## config.mk

```make
export PLATFORM = sky130hd
export DESIGN_NAME = spad_sequencer
export DESIGN_NICKNAME = d
export VERILOG_FILES = /design/src/rtl/spad_sequencer.sv
export SDC_FILE = /design/constraint.sdc
export NUM_CORES = 1
export LEC_CHECK = 0
export CAP_MARGIN = 10
export CORE_MARGIN = 2
export CORE_UTILIZATION = 52
export DETAILED_ROUTE_END_ITERATION = 16
export PLACE_DENSITY = 0.88
export SYNTH_ARGS = -nofsm -noshare
export SYNTH_HDL_FRONTEND = slang
export SYNTH_SLANG_ARGS = --single-unit
```

## constraint.sdc

```tcl
create_clock -name clk -period 3.9 [get_ports clk]
set_input_delay 0.39 -clock clk [delete_from_list [all_inputs] [get_ports clk]]
set_output_delay 0.39 -clock clk [all_outputs]
set_load 0.05 [all_outputs]
```

## src/rtl/spad_sequencer.sv

```systemverilog
// rtl/spad_sequencer.sv - scratchpad fill/replay sequencer (LOAD then multi-pass read stream)
module spad_sequencer #(
  parameter int DATA_BITWIDTH = 8,
  parameter int ADDR_BITWIDTH = 4
) (
  input  logic                     clk,
  input  logic                     rstN,
  input  logic                     i_start,
  input  logic                     i_clear,
  input  logic [ADDR_BITWIDTH:0]   i_cfg_len,
  input  logic [7:0]               i_cfg_passes,
  input  logic                     i_in_valid,
  input  logic [DATA_BITWIDTH-1:0] i_in_data,
  output logic                     o_in_ready,
  output logic                     o_rf_en,
  output logic                     o_rf_we,
  output logic [ADDR_BITWIDTH-1:0] o_rf_wr_addr,
  output logic [ADDR_BITWIDTH-1:0] o_rf_rd_addr,
  output logic [DATA_BITWIDTH-1:0] o_rf_din,
  input  logic [DATA_BITWIDTH-1:0] i_rf_dout,
  output logic                     o_out_valid,
  output logic [DATA_BITWIDTH-1:0] o_out_data,
  output logic                     o_out_last,
  input  logic                     i_out_ready,
  output logic                     o_busy,
  output logic                     o_done
);

  typedef enum logic [1:0] {
    S_IDLE    = 2'd0,
    S_LOAD    = 2'd1,
    S_COMPUTE = 2'd2,
    S_DONE    = 2'd3
  } state_e;

  // Pointers carry one extra bit so a full-depth length (D) is representable.
  localparam logic [ADDR_BITWIDTH:0] DEPTH   = {1'b1, {ADDR_BITWIDTH{1'b0}}};
  localparam logic [ADDR_BITWIDTH:0] PTR_ONE = {{ADDR_BITWIDTH{1'b0}}, 1'b1};

  state_e                 r_state;
  state_e                 w_next;
  logic [ADDR_BITWIDTH:0] r_len;
  logic [7:0]             r_passes;
  logic [ADDR_BITWIDTH:0] r_wr_ptr;
  logic [ADDR_BITWIDTH:0] r_rd_ptr;
  logic [7:0]             r_pass_cnt;

  logic                   w_cfg_ok;
  logic [ADDR_BITWIDTH:0] w_len_m1;
  logic                   w_rd_at_end;
  logic                   w_last_pass;
  logic                   w_wr_fire;
  logic                   w_rd_fire;

  assign w_cfg_ok    = (i_cfg_len != '0) && (i_cfg_len <= DEPTH) && (i_cfg_passes != 8'd0);
  assign w_len_m1    = r_len - PTR_ONE;
  assign w_rd_at_end = (r_rd_ptr == w_len_m1);
  assign w_last_pass = (r_pass_cnt == (r_passes - 8'd1));

  // State register; reset drops straight to IDLE so every output reads as idle.
  always_ff @(posedge clk or negedge rstN) begin
    if (!rstN) begin
      r_state <= S_IDLE;
    end else begin
      r_state <= w_next;
    end
  end

  // Next state and all outputs; clear wins over everything and kills handshakes.
  always_comb begin
    w_next       = r_state;
    o_in_ready   = 1'b0;
    o_rf_en      = 1'b0;
    o_rf_we      = 1'b0;
    o_rf_wr_addr = '0;
    o_rf_rd_addr = '0;
    o_rf_din     = '0;
    o_out_valid  = 1'b0;
    o_out_data   = '0;
    o_out_last   = 1'b0;
    o_busy       = 1'b0;
    o_done       = 1'b0;
    w_wr_fire    = 1'b0;
    w_rd_fire    = 1'b0;

    case (r_state)
      S_IDLE: begin
        if (i_start) begin
          w_next = w_cfg_ok ? S_LOAD : S_DONE;
        end
      end
      S_LOAD: begin
        o_in_ready   = 1'b1;
        o_rf_we      = i_in_valid;
        o_rf_wr_addr = r_wr_ptr[ADDR_BITWIDTH-1:0];
        o_rf_din     = i_in_data;
        o_busy       = 1'b1;
        w_wr_fire    = i_in_valid;
        if (i_in_valid && (r_wr_ptr == w_len_m1)) begin
          w_next = S_COMPUTE;
        end
      end
      S_COMPUTE: begin
        o_rf_en      = 1'b1;
        o_rf_rd_addr = r_rd_ptr[ADDR_BITWIDTH-1:0];
        o_out_valid  = 1'b1;
        o_out_data   = i_rf_dout;
        o_out_last   = w_rd_at_end;
        o_busy       = 1'b1;
        w_rd_fire    = i_out_ready;
        if (i_out_ready && w_rd_at_end && w_last_pass) begin
          w_next = S_DONE;
        end
      end
      S_DONE: begin
        o_done = 1'b1;
        w_next = S_IDLE;
      end
      default: begin
        w_next = S_IDLE;
      end
    endcase

    if (i_clear) begin
      w_next      = S_IDLE;
      o_in_ready  = 1'b0;
      o_rf_we     = 1'b0;
      o_out_valid = 1'b0;
      o_out_last  = 1'b0;
      o_done      = 1'b0;
      w_wr_fire   = 1'b0;
      w_rd_fire   = 1'b0;
    end
  end

  // Job configuration capture and write/read/pass counters.
  always_ff @(posedge clk or negedge rstN) begin
    if (!rstN) begin
      r_len      <= '0;
      r_passes   <= '0;
      r_wr_ptr   <= '0;
      r_rd_ptr   <= '0;
      r_pass_cnt <= '0;
    end else if ((r_state == S_IDLE) && i_start && !i_clear) begin
      if (w_cfg_ok) begin
        r_len    <= i_cfg_len;
        r_passes <= i_cfg_passes;
      end
      r_wr_ptr   <= '0;
      r_rd_ptr   <= '0;
      r_pass_cnt <= '0;
    end else begin
      if (w_wr_fire) begin
        r_wr_ptr <= r_wr_ptr + PTR_ONE;
      end
      if (w_rd_fire) begin
        if (w_rd_at_end) begin
          r_rd_ptr   <= '0;
          r_pass_cnt <= r_pass_cnt + 8'd1;
        end else begin
          r_rd_ptr <= r_rd_ptr + PTR_ONE;
        end
      end
    end
  end

endmodule

```

==> metrics.txt <==
Setup Skew 0.00835 ns; post-synthesis adder-cell area fraction 4.68%; Worst-Skew Late Latency 0.29 ns; chip width 72.1 µm; drt via density 5.74; largest net degree at the start of global routing 34; Post-route DRC 0; most frequent cells in the layout clkdlybuf4s50_1, dfrtp_1, and2_1; Yosys top cell area share 34.3%; Worst setup EP type output pin; CP max FO 6; Final Cell Area 0.00318 mm²; Worst-path clk slew 0.07 ns; leakage 1.34 nW; share of layout cells above drive strength 1 6.12%; worst hold-check path type in2async; drt pass-1 iters 4; Fmax 301 MHz; WL final 5740 µm; antenna diode count 0; crit share post-route 85.2%; core area 0.00441 mm²; asr flop ratio synth 100%; CTS-repair resized insts 0; cts bufs inserted 5; Area Growth Syn to Fin 31.9%; Reg power frac 28.2%; Mapped Avg Cell Area 9.05 µm²; post-route setup TNS 0 ns; Initial Utilization 54.6%; clk sink count 33; Startpoint Class flip-flop; #FFs+latches synth 33; Post-Syn Area 0.00241 mm²; Seq/Total Area, Yosys 34.3%; Slew Limit Fails 0; antenna violations before repair 0; fill count 337; Sw Share 46.4%; cell taking the most area after synthesis dfrtp_1; clock network fraction of total power 14.0%; Die ar. 0.00519 mm²; hold_buf cts 0; first-pass GRT wire length 9600 µm; IR drop worst, VDD 0.357 mV; area post-placement 0.00308 mm²; commonest non-fill, non-tap cell in the layout clkdlybuf4s50_1; Post-Synth XOR/XNOR Area 11.0%; htree depth 2; RSZ-0062 raised after global routing no; Post-Syn Instances 266; internal power 1.10 mW; # IOs 66; total congestion overflow 0; power per standard cell area 648 mW/mm²; ys flop type dfrtp_1; Chip Height 72.1 µm; Synth Area in Compound Gates 14.5%; Final Util 72.0%; Worst EP arrival 2.93 ns; largest family of logic cells by synthesized area simple AND/OR/NAND/NOR gates; Synth Area in Simple Gates 26.2%; relative max-transition margin 52.2%; Post-DP HPWL 4360 µm; CP required 3.51 ns; GRT Resource Usage Total 24.0%; vias in the first global route 2,046; EDFF count, synth 0; Tot Pwr 2.06 mW; nets@finish 370; buffer count from post-CTS setup fixing 0; Comb pwr share 57.9%; Switch Pwr 0.956 mW; Iteration-0 DRC Markers 202; CTS root buffer clkbuf_8; Multi-input gate area 0.00148 mm²; min Tclk post-route 3.32 ns; YS warnings 0; Synth area leaders dfrtp_1, and2_1, xor2_1; Clock Tree Buf Depth 2; CTS tree built; max cap viols 0; endpoints failing setup 0; row count 24; Final Wtd Congestion 0.862; final antenna-violating net count 0; Tightest Pin Transition 0.717 ns; overall via count from detail_route 2,176; IO Port Bufs 65; Final Hold Viols 0; status finished clean; crit path kind reg2out; Post-Syn Nets 310; post-synthesis mux area share 4.99%; Yosys cell types 54; wire per inst 15.2 µm; Register Area 826 µm²; hold_ws 0.506 ns
==> area by class of cell <==
cell class | instances | share of cell area (%)
multi-input cells | 208 | 46.5
flip-flops and latches | 33 | 26.0
well taps | 52 | 2.05
clock buffers | 7 | 3.03
inverters | 11 | 1.30
repair buffers | 67 | 21.0
clock inverters | 1 | 0.158
==> synthesized netlist by cell type (2+ instances only) <==
cell / number
dfrtp_1: 33
and2_1: 27
nor2_1: 19
nand2_1: 18
xor2_1: 16
inv_1: 11
a21oi_1: 10
clkbuf_1: 10
ha_1: 9
xnor2_1: 9
mux2_1: 8
nand3_1: 7
o21ai_1: 7
nor2b_1: 6
nand4_1: 5
nor4_1: 5
o31ai_1: 5
a21o_1: 4
and3_1: 4
nor3_1: 4
buf_2: 3
mux2i_1: 3
o21ai_0: 3
or2_2: 3
or4_1: 3
a311o_1: 2
a31oi_1: 2
nand3b_1: 2
nor3b_1: 2
or3_1: 2
==> critical path, cell delays in order (launching register included) <==
cell and delay, ns:
dfrtp_1 0.46, inv_1 0.09, ha_1 0.27, nor3b_1 0.20, a311o_1 0.41, a21oi_2 0.17, and3_1 0.22, clkdlybuf4s50_1 0.82
==> state kept, by name, indices dropped and copies added (netlist names) <==
name        flops
r_len           5
r_state         2
r_wr_ptr        5
r_passes        8
r_rd_ptr        5
r_pass_cnt      8
==> routing by layer <==
layer  vias to the layer above  track usage, %  share of wire [%]
met5                         -               0                  0
met4                         0            9.01                1.7
met3                         9            5.14                7.1
met2                        84            38.2                 45
met1                      1028            32.6                 46
li1                       1055               -                  -
==> final timing paths <==
kind | startpoint | end | slack (ns) | cells past startpoint
worst max-delay path | r_len[0] | o_out_last | 0.58 | 7
worst min-delay path | rstN | r_len[0] | 0.51 | 2
worst max register to register | r_len[0] | r_pass_cnt[4] | 1.32 | 8
worst min register to register | r_passes[7] | r_passes[7] | 0.53 | 1
max in group asynchronous | rstN | r_passes[5] | 3.09 | 2
min in group clk | r_passes[7] | r_passes[7] | 0.53 | 1
==> power by group through the flow <==
stage               Clock (mW)  Combinational [mW]  Sequential (mW)
global placement             0                1.15            0.575
CTS                      0.294                1.19            0.578
finish                   0.287                1.19            0.580
detailed placement           0                1.17            0.583
global route             0.306                1.30            0.599
floorplan                    0               0.944            0.521
==> cells by family after synthesis <==
| logic type | after synthesis |
|---|---|
| compound gates | 48 |
| xor+xnor | 27 |
| fa+ha+maj | 9 |
| buf+inv | 25 |
| flops | 33 |
| mux | 11 |
| simple gates | 113 |
==> stage by stage <==
step	setup slack, ns	std cells
CTS	0.627	379
global route	0.485	379
global placement	1.01	371
finish	0.577	379
floorplan	0.814	266
detailed placement	0.954	371
No activity file was read; power rests on OpenSTA's default activity.
